<file path="config.mk">
export PLATFORM = sky130hd
export DESIGN_NAME = nibble_rotator
export DESIGN_NICKNAME = d
export VERILOG_FILES = /design/src/rtl/nibble_rot_pkg.sv /design/src/rtl/sw_debounce.sv /design/src/rtl/nibble_rotator.sv
export SDC_FILE = /design/constraint.sdc
export NUM_CORES = 1
export LEC_CHECK = 0
export ABC_AREA = 1
export CAP_MARGIN = 20
export CORE_ASPECT_RATIO = 0.7
export CORE_MARGIN = 5
export CORE_UTILIZATION = 53
export DETAILED_ROUTE_END_ITERATION = 10
export GPL_TIMING_DRIVEN = 1
export PLACE_DENSITY = 0.76
export SETUP_SLACK_MARGIN = 0.2
export SLEW_MARGIN = 10
export SYNTH_ARGS = -nofsm -noshare
export SYNTH_HDL_FRONTEND = slang
export SYNTH_HIERARCHICAL = 1
export SYNTH_SLANG_ARGS = --single-unit
export TNS_END_PERCENT = 20
</file>
<file path="constraint.sdc">
create_clock -name CLK100MHZ -period 3.6 [get_ports CLK100MHZ]
set_input_delay 0.36 -clock CLK100MHZ [delete_from_list [all_inputs] [get_ports CLK100MHZ]]
set_output_delay 0.36 -clock CLK100MHZ [all_outputs]
set_load 0.1 [all_outputs]
</file>
<file path="src/rtl/nibble_rot_pkg.sv">
// Shared types and constants for the nibble rotator: FSM states, pattern table,
// direction encoding and the word loaded by reset.
package nibble_rot_pkg;

  localparam int unsigned WORD_W = 16;

  typedef enum logic [1:0] {
    IDLE = 2'd0,
    RUN  = 2'd1,
    LOAD = 2'd2
  } state_e;

  typedef enum logic {
    DIR_LEFT  = 1'b0,
    DIR_RIGHT = 1'b1
  } dir_e;

  localparam logic [WORD_W-1:0] PAT_00     = 16'h0123;
  localparam logic [WORD_W-1:0] PAT_01     = 16'hABCD;
  localparam logic [WORD_W-1:0] PAT_10     = 16'h000F;
  localparam logic [WORD_W-1:0] PAT_11     = 16'hF0F0;
  localparam logic [WORD_W-1:0] RESET_WORD = 16'h0123;

  // Pattern table lookup by debounced select
  function automatic logic [WORD_W-1:0] pattern_word(input logic [1:0] sel);
    case (sel)
      2'b00:   return PAT_00;
      2'b01:   return PAT_01;
      2'b10:   return PAT_10;
      default: return PAT_11;
    endcase
  endfunction

  // Whole-nibble rotation with wrap-around at both ends
  function automatic logic [WORD_W-1:0] rotate_nibble(input logic [WORD_W-1:0] w,
                                                      input dir_e dir);
    if (dir == DIR_RIGHT) return {w[3:0], w[15:4]};
    return {w[11:0], w[15:12]};
  endfunction

endpackage

</file>
<file path="src/rtl/sw_debounce.sv">
// One switch bit: two-flop synchronizer followed by a counter debouncer that
// accepts a new level only after DEB_CYCLES consecutive differing samples.
module sw_debounce #(
  parameter int unsigned DEB_CYCLES = 1_000_000
) (
  input  logic clk,
  input  logic rst,
  input  logic din,
  output logic dout
);

  localparam int unsigned CW = $clog2(DEB_CYCLES);

  logic [1:0]    sync_q;
  logic [CW-1:0] cnt_q;

  always_ff @(posedge clk or posedge rst) begin
    if (rst) begin
      sync_q <= '0;
      cnt_q  <= '0;
      dout   <= 1'b0;
    end else begin
      sync_q <= {sync_q[0], din};
      // Any sample matching the accepted level restarts the count
      if (sync_q[1] == dout) begin
        cnt_q <= '0;
      end else if (cnt_q == CW'(DEB_CYCLES - 1)) begin
        dout  <= sync_q[1];
        cnt_q <= '0;
      end else begin
        cnt_q <= cnt_q + CW'(1);
      end
    end
  end

endmodule

</file>
<file path="src/rtl/nibble_rotator.sv">
// Rotates a 16-bit hex word one nibble per tick; switches select the pattern,
// direction and run/hold. t feeds the seven-segment driver directly.
module nibble_rotator
  import nibble_rot_pkg::*;
#(
  parameter int unsigned TICK_DIV   = 25_000_000,
  parameter int unsigned DEB_CYCLES = 1_000_000
) (
  input  logic              CLK100MHZ,
  input  logic              CPU_RESET,
  input  logic [3:0]        sw_raw,
  output logic [WORD_W-1:0] t,
  output logic              t_valid
);

  localparam int unsigned TW = $clog2(TICK_DIV);

  logic [3:0]    sw_deb;
  logic [1:0]    pat_q;
  logic [TW-1:0] tick_cnt;
  state_e        state, next_state;
  logic          pat_chg, tick, rot_en, run;
  dir_e          dir;

  for (genvar i = 0; i < 4; i++) begin : g_deb
    sw_debounce #(.DEB_CYCLES(DEB_CYCLES)) u_deb (
      .clk  (CLK100MHZ),
      .rst  (CPU_RESET),
      .din  (sw_raw[i]),
      .dout (sw_deb[i])
    );
  end

  assign run = sw_deb[3];
  assign dir = dir_e'(sw_deb[2]);

  // Next state; a pattern change overrides everything, including a tick
  always_comb begin
    next_state = state;
    rot_en     = 1'b0;
    pat_chg    = (sw_deb[1:0] != pat_q);
    tick       = (tick_cnt == TW'(TICK_DIV - 1));
    if (pat_chg) begin
      next_state = LOAD;
    end else begin
      case (state)
        IDLE: if (run) next_state = RUN;
        RUN: begin
          rot_en = tick;
          if (!run) next_state = IDLE;
        end
        LOAD:    next_state = run ? RUN : IDLE;
        default: next_state = IDLE;
      endcase
    end
  end

  always_ff @(posedge CLK100MHZ or posedge CPU_RESET) begin
    if (CPU_RESET) state <= IDLE;
    else           state <= next_state;
  end

  // Datapath: word, valid pulse, tick counter and last-seen pattern select
  always_ff @(posedge CLK100MHZ or posedge CPU_RESET) begin
    if (CPU_RESET) begin
      t        <= RESET_WORD;
      t_valid  <= 1'b0;
      tick_cnt <= '0;
      pat_q    <= 2'b00;
    end else begin
      t_valid <= 1'b0;
      if (state == LOAD) begin
        t       <= pattern_word(pat_q);
        t_valid <= 1'b1;
      end else if (rot_en) begin
        t       <= rotate_nibble(t, dir);
        t_valid <= 1'b1;
      end
      if (pat_chg) pat_q <= sw_deb[1:0];
      if (state == RUN && next_state == RUN) tick_cnt <= tick ? '0 : tick_cnt + TW'(1);
      else                                   tick_cnt <= '0;
    end
  end

endmodule

</file>
After elaboration in Yosys (flattened, before gate mapping):

Index checks and enable logic that the tools add are counted.
Widths: inputs -> output; s select.

* flip-flop bits (word level): 138
* latch bits: 0
* RAM bits: 0
* ROM bits: 0
* bits of input ports: 6
* output and inout port bits: 17
* logic and storage cells: 76
* memories kept: 0

* add/sub/neg operators: 5
* multiply operators: 0
* divide/modulo/power cells: 0
* $lt $le $gt $ge: 0
* equal/unequal tests: 15
* shift operators: 0
* multiplexer cells: 27
* bitwise logic cells: 4
* reductions and logical operators: 8

Operators by type and width (count)
* $mux 20: 8
* $add 20x1->20 const B: 4
* $eq 20x20->1 const B: 4
* $mux 16: 4
* $mux 25: 2
* $pmux 16 s3: 1
* $add 25x1->25 const B: 1
* $eq 25x25->1 const B: 1
* $mux 1: 8
* $reduce_and 2->1: 4
* $eq 2x1->1 const B: 3
* $mux 2: 3
* $pmux 2 s3: 1
* $eq 1x1->1: 4
* $eq 2x2->1 const B: 2
* $logic_not 2->1: 2
* $not 1->1: 4
* $ne 2x2->1: 1
* $reduce_bool 2->1: 1
* $logic_and 1x1->1: 1

Longest topological paths before layout:

Gate-level depths: netlist of the first run.

* depth after elaboration: 8
* depth in mapped cells: 10
* gate-level depth less buffers: 9

By module:

The synthesis of the first run kept the hierarchy.

Modules (own cells, without submodules)
* sw_debounce: times used 4, cells an instance 162, area each 1338.8 um^2, seq. area each 575.6 um^2
* nibble_rotator: times used 1, cells an instance 363, area each 2640.0 um^2, seq. area each 1156.1 um^2

Least setup slack after synthesis of the first run:

Ideal clock, no wire load.

* kind: register -> register
* start: reg t[2]
* end: reg t[6]
* setup time: 0.069 ns
* arrival time: 1.450 ns
* data required time: 3.531 ns
* slack: 2.081 ns
* cell stages (with the launch flop): 7
* buffers on the path: 0
* period minus slack after synthesis: 1.519 ns
* cell sequence: dfrtp_1 > inv_1 > nand2_1 > o21ai_0 > o21ai_0 > nand2_1 > nand2_1

* cells in the longest elaborated chain, start to end: 3

Ends and longest elaborated chain
* start: declaration: RTL line nibble_rotator.sv:12 `output logic [WORD_W-1:0] t,`
* start signal: assignment: RTL line nibble_rotator.sv:73 `t <= pattern_word(pat_q);`
* start signal: assignment: RTL line nibble_rotator.sv:76 `t <= rotate_nibble(t, dir);`
* $mux 16: RTL line nibble_rot_pkg.sv:38 `return {w[11:0], w[15:12]};`
* $mux 16: RTL line nibble_rotator.sv:75 `end else if (rot_en) begin`
* $mux 16: RTL line nibble_rotator.sv:72 `if (state == LOAD) begin`

No other way between the ends. The select of a mux whose other input is x is not followed.
A chain may end at the register's enable or synchronous reset.

Worst setup path in the final report of the first run:

* start: reg t[5]
* end: out t[5]

No word-level cell between the ends.

==> out/results.txt, run 1 <==
power density over the cells = 382.0 mW/mm^2
first-pass GRT wire length = 29.42 mm
TritonCTS clock tree = done
number of antenna violations at the first check in global routing = 0
result of the run = finished clean
count of inserted antenna diode cells = 0
met2 global-route usage = 28.37%
worst ir drop on vdd = 0.2690 mV
number of instances in the synthesized netlist = 1011
pin count of the biggest net entering global routing = 47
top-level port count = 23
Reg clk slew, reported paths = 60 ps
Chip Height = 112.8 um
Sw Ratio = 21.96%
number of cells upsized or downsized after cts = 0
total number of nets in the final design = 1059
critical path buffer and inverter count = 1
layer with the highest usage = met1
multi-input gate area in the final layout = 0.004090 mm^2
Worst Path Required = 3240 ps
fin cells = 1252
share of total power in sequential cells = 45.5%
Period minus WS final = 2480 ps
average instance area after synthesis = 7.908 um^2
P_sw = 0.7611 mW
Routed Antenna Nets = 0
Routed WL per cell = 13.64 um
post-CTS setup-driven buffer insertion count = 0
Max Clock Freq = 0.4032 GHz
Chip Width = 156.8 um
Filler cells = 1285
final RePlAce weighted congestion = 0.8955
count of buffers inserted at the top-level ports = 22
Clk pwr share = 51.7%
Core Area = 0.01477 mm^2
post-route standard cell area excluding fillers = 0.009070 mm^2
die outline area = 0.01768 mm^2
routed vias/inst = 5.186
slew at the pin closest to its max-slew limit = 996.0 ps
sinks on the clock net = 138
cell area after synthesis = 0.007995 mm^2
portion of total power attributed to combinational logic = 2.8%
maximum fanout encountered on the critical timing path = 4
Crit path max-delay family = buffers and inverters
FP Rows = 37
arrival time at the worst endpoint = 2120 ps
total design power = 3.465 mW
category of the most critical setup path = register to output pin
area added between synthesis and finish = 13.44%
sequence of cells on the critical path = clkdlybuf4s50_1
DR iter-0 viols = 434
share of cells above drive strength 1 = 17.12%
period utilization = 68.89%
largest area contributor in the netlist = dfrtp_1
effective utilization at floorplan = 54.14%
endpoints failing setup = 0
Clk Latency, worst-skew pair = 410 ps
Total Negative Setup Slacks = 0 ps
number of placed instances, taps included = 1218
placed cell areas = 0.008411 mm^2
1st-pass router iterations = 5
register bit count reported by yosys = 138
leakage power = 3.898 nW
Cell variety after synth = 38
path category of the worst min-delay check = primary input to asynchronous set/reset pin
number of buffers inserted by hold repair at cts = 0
Max-Cap Viols = 0
detailed-route DRC error count = 0
final global-route overflow total = 0
M1 GR Usage = 31.94%
Worst path slowest cell = clkdlybuf4s50_1
sequential fraction of the synthesis area = 43.26%
number of synthesis warnings = 6
clock tree root buffer cell = clkbuf_16
max-slew violations = 0
utilization of the core after routing = 61.42%
maximum number of buffers from clock root to sink = 2
sum of routed wire length over all layers = 17.08 mm
area taken by flip-flops and latches = 0.003458 mm^2
critical path's largest stage delay = 1140 ps
worst clock skew = 9.391 ps
total routing usage reported by global routing = 20.23%
via count of the first global-routing pass = 6052
count of vias placed by the detailed router = 6493
met3 demand-to-capacity share in global routing = 3.937%
fraction of synthesized cell area taken by the top area cell type = 41.94%
kind of capture point of the worst setup path = output pin
setup repair after global routing missed its margin = no
Internal = 2.704 mW
detailed-placement wirelength estimate = 12.32 mm
max_slew headroom = 33.39%
Worst setup SP type = register
final count of hold timing violations = 0
leading cell types by total area after synthesis = dfrtp_1 (42%), nor2_1 (9.5%), nand2_1 (8.8%)
H-tree depth = 4
post-synth net total = 1026
total CTS buffers = 17
final timing paths:
kind,endpoint,start,slack (ps),cells after the start
setup / recovery,t[5],t[5]$_DFFE_PP1P_,1120,1
hold / removal,t[13]$_DFFE_PP0P_,CPU_RESET,310,2
setup reg to reg,t[8]$_DFFE_PP1P_,state[0]$_DFF_PP0_,1530,7
hold reg to reg,g_deb[0].u_deb/sync_q[1]$_DFF_PP0_,g_deb[0].u_deb/sync_q[0]$_DFF_PP0_,350,0
max in group asynchronous,g_deb[1].u_deb/cnt_q[4]$_DFF_PP0_,CPU_RESET,2410,2
min in group CLK100MHZ,g_deb[0].u_deb/sync_q[1]$_DFF_PP0_,g_deb[0].u_deb/sync_q[0]$_DFF_PP0_,350,0
power by group through the flow:
stage / clock [mW] / sequential [mW] / combinational [mW]
floorplan: 0 / 1.60 / 0.0645
global placement: 0 / 1.61 / 0.0895
detailed placement: 0 / 1.61 / 0.0915
CTS: 1.83 / 1.58 / 0.0923
global route: 1.89 / 1.58 / 0.111
finish: 1.79 / 1.58 / 0.0960
cell usage after synthesis (all sizes together):
cell,number
or2,4
a21oi,20
nand3b,4
xnor2,10
clkbuf,5
o22ai,3
a211oi,1
dfrtp,134
nor3,18
a22oi,1
buf,5
o21bai,2
nor2,257
nand4,20
xor2,37
inv,106
o21ai,44
ha,9
nand3,80
nor3b,13
dfstp,4
nand2,234
sequential cells by signal (all words and copies together) (netlist names):
register	cells
g_deb.u_deb/sync_q	8
state	2
t_valid	1
t	16
pat_q	2
g_deb.u_deb/dout	4
g_deb.u_deb/cnt_q	80
tick_cnt	25
worst register-to-register path: stages (launching register included):
cell	delay, ps
dfrtp_1	400
nor2_2	360
inv_1	500
nor2_1	390
o21ai_0	130
o21ai_0	90
nand2_1	70
nand2_1	70
cell usage in the layout (no fill, tap or decap), drive strengths merged:
| cell type | instances |
|---|---|
| nor2 | 257 |
| nand2 | 234 |
| dfrtp | 134 |
| inv | 107 |
| nand3 | 80 |
| o21ai | 44 |
| xor2 | 37 |
| clkdlybuf4s50 | 22 |
| a21oi | 20 |
| nand4 | 20 |
| clkbuf | 18 |
| nor3 | 18 |
| nor3b | 13 |
| xnor2 | 10 |
| ha | 9 |
| clkinv | 8 |
| or2 | 4 |
| nand3b | 4 |
| dfstp | 4 |
| o22ai | 3 |
| bufinv | 3 |
| o21bai | 2 |
| clkinvlp | 2 |
| buf | 2 |
| a22oi | 1 |
| a211oi | 1 |
final cells by class:
cell class                 count  area share (%)
timing repair buffer          24           2.952
tap                          195           2.690
multi-input combinational    757           45.10
clock buffer                  18           4.842
sequential                   138           38.13
inverter                     106           4.387
clock inverter                14           1.904
stage by stage:
| step | setup WS (ps) | hold WS (ps) |
|---|---|---|
| 2_1_floorplan | 2081 | 331.2 |
| 3_3_place_gp | 1550 | 331.6 |
| 3_5_place_dp | 1553 | 334.7 |
| 4_1_cts | 1103 | 347.6 |
| 5_1_grt | 1083 | 325.9 |
| 6_report | 1120 | 305.5 |
cells by family (layout without fill, tap and decap cells):
logic type	count (synthesis)	in the layout	synth area share [%]
buffers and inverters	116	162	5.587
DFF	138	138	43.26
adders and majority gates	9	9	1.408
AOI/OAI and AO/OA	71	71	4.664
xor gates and xnor gates	47	47	5.618
and+or+nand+nor	630	630	39.47
layer usage:
metal	wire length [um]	part of all wire [%]
met4	199	1.2
met3	942	5.5
met5	0	0
met1	8834	52
met2	7105	42
Power figures use the tool's default switching activity.
==> run 2, diff against run 1 <==
PLACE_DENSITY = 0.79   (was 0.76)
clock period = 2.1 ns   (was 3.6 ns; I/O delays follow)
==> out/results.txt, run 2 (synthesized netlist as in run 1, its figures left out) <==
sinks on the clock net = 138
most common library cell in the layout ignoring fill and taps = nor2_1
total routing usage reported by global routing = 19.90%
max_slew headroom = 67.07%
final RePlAce weighted congestion = 0.9172
max FFs per register = 80
Max Clock Freq = 0.5825 GHz
H-tree depth = 4
setup repair after global routing missed its margin = no
final count of hold timing violations = 0
FP Rows = 37
routed vias/inst = 5.197
top-level port count = 23
endpoints failing setup = 0
detailed-placement wirelength estimate = 12.17 mm
number of buffers inserted by hold repair at cts = 0
effective utilization at floorplan = 54.14%
Worst setup SP type = register
number of antenna violations at the first check in global routing = 0
kind of capture point of the worst setup path = register
P_sw = 1.296 mW
top register by number of flip-flops = g_deb.u_deb/cnt_q
commonest cells after routing, fill and taps aside = nor2_1 (203), nand2_1 (188), dfrtp_1 (134), inv_1 (95), nand3_1 (71)
arrival time at the worst endpoint = 2060 ps
period utilization = 81.75%
total number of nets in the final design = 1065
post-route standard cell area excluding fillers = 0.009005 mm^2
post-CTS setup-driven buffer insertion count = 0
placed cell areas = 0.008441 mm^2
worst clock skew = 13.20 ps
1st-pass router iterations = 5
Worst Path Required = 2440 ps
Chip Width = 156.8 um
sum of routed wire length over all layers = 16.71 mm
area added between synthesis and finish = 12.63%
count of vias placed by the detailed router = 6538
portion of total power attributed to combinational logic = 2.8%
Clk Latency, worst-skew pair = 410 ps
Max-Cap Viols = 0
Routed Antenna Nets = 0
count of buffers inserted at the top-level ports = 22
number of cells upsized or downsized after cts = 0
clock tree root buffer cell = clkbuf_16
share of total power in sequential cells = 47.5%
slew at the pin closest to its max-slew limit = 488.7 ps
leakage power = 3.926 nW
pin count of the biggest net entering global routing = 47
path category of the worst min-delay check = primary input to asynchronous set/reset pin
Clk pwr share = 49.7%
first-pass GRT wire length = 29.08 mm
Chip Height = 112.8 um
category of the most critical setup path = register to register
maximum number of buffers from clock root to sink = 2
via count of the first global-routing pass = 6020
Internal = 4.399 mW
share of cells above drive strength 1 = 19.10%
total design power = 5.696 mW
DR iter-0 viols = 528
TritonCTS clock tree = done
Total Negative Setup Slacks = 0 ps
result of the run = finished clean
Reg clk slew, reported paths = 60 ps
max-slew violations = 0
Core Area = 0.01477 mm^2
final global-route overflow total = 0
Worst Hold Margin = 112.2 ps
detailed-route DRC error count = 0
count of inserted antenna diode cells = 0
maximum fanout encountered on the critical timing path = 17
die outline area = 0.01768 mm^2
Sw Ratio = 22.76%
Period minus WS final = 1717 ps
biggest regs = g_deb.u_deb/cnt_q (80), tick_cnt (25), t (16)
total CTS buffers = 17
worst ir drop on vdd = 0.4383 mV
Routed WL per cell = 13.28 um
power density over the cells = 632.5 mW/mm^2
-- run 2: changes by cell type in the layout (fill, tap and decap cells not counted), sizes merged --
cell / delta
clkdlybuf4s50: -17
clkinv: -2
buf: +23
clkbuf: +1
bufinv: -2
clkinvlp: +2
inv: +1
-- run 2: final cells by class --
type	count	area, um^2
Clock inverter	13	121.4
Fill cell	1224	5763
Multi-Input combinational cell	757	4090
Sequential cell	138	3458
Tap cell	195	244.0
Inverter	106	397.9
Timing Repair Buffer	30	250.2
Clock buffer	19	442.9
-- run 2: worst max-delay path, stage by stage (launching register included) --
cell and delay [ps]:
dfrtp_1 360, ha_1 200, nand2_1 110, nor2_4 120, nand2_2 80, nor2_4 170, nand3_4 230, nand2_4 250
nand2_1 80, nand2_1 70
-- run 2: path summary, 6_finish.rpt --
path / start / to / slack [ps] / cells past startpoint
max: tick_cnt[0]$_DFF_PP0_ / t[4]$_DFFE_PP0P_ / 380 / 9
min: CPU_RESET / g_deb[1].u_deb/dout$_DFFE_PP0P_ / 110 / 2
max reg2reg: tick_cnt[0]$_DFF_PP0_ / t[4]$_DFFE_PP0P_ / 380 / 9
min reg2reg: g_deb[1].u_deb/sync_q[0]$_DFF_PP0_ / g_deb[1].u_deb/sync_q[1]$_DFF_PP0_ / 350 / 0
max in group asynchronous: CPU_RESET / t[0]$_DFFE_PP1P_ / 1510 / 3
min in group CLK100MHZ: sw_raw[3] / g_deb[3].u_deb/sync_q[0]$_DFF_PP0_ / 240 / 1
-- run 2: layer usage --
layer	GRT usage (%)	wire length, um	part of all wire [%]
met1	30.92	8428	50
met2	29.06	7209	43
met3	4.014	940	5.6
met5	0	0	0
met4	3.757	127	0.76
-- run 2: per-stage QoR --
stage	worst slack (ps)	instances	util, %
after floorplan	581.3	1011	-
after global placement	466.1	1226	57.16
after detailed placement	403.5	1226	57.16
after CTS	384.5	1258	60.98
after global routing	217.1	1258	60.98
final	383.2	1258	60.98
-- run 2: power groups by stage --
stage               Sequential, mW  Combinational (mW)  Clock, mW
floorplan                     2.75               0.111          0
finish                        2.70               0.160       2.83
global route                  2.71               0.188       3.02
detailed placement            2.75               0.166          0
global placement              2.75               0.163          0
CTS                           2.70               0.167       2.89
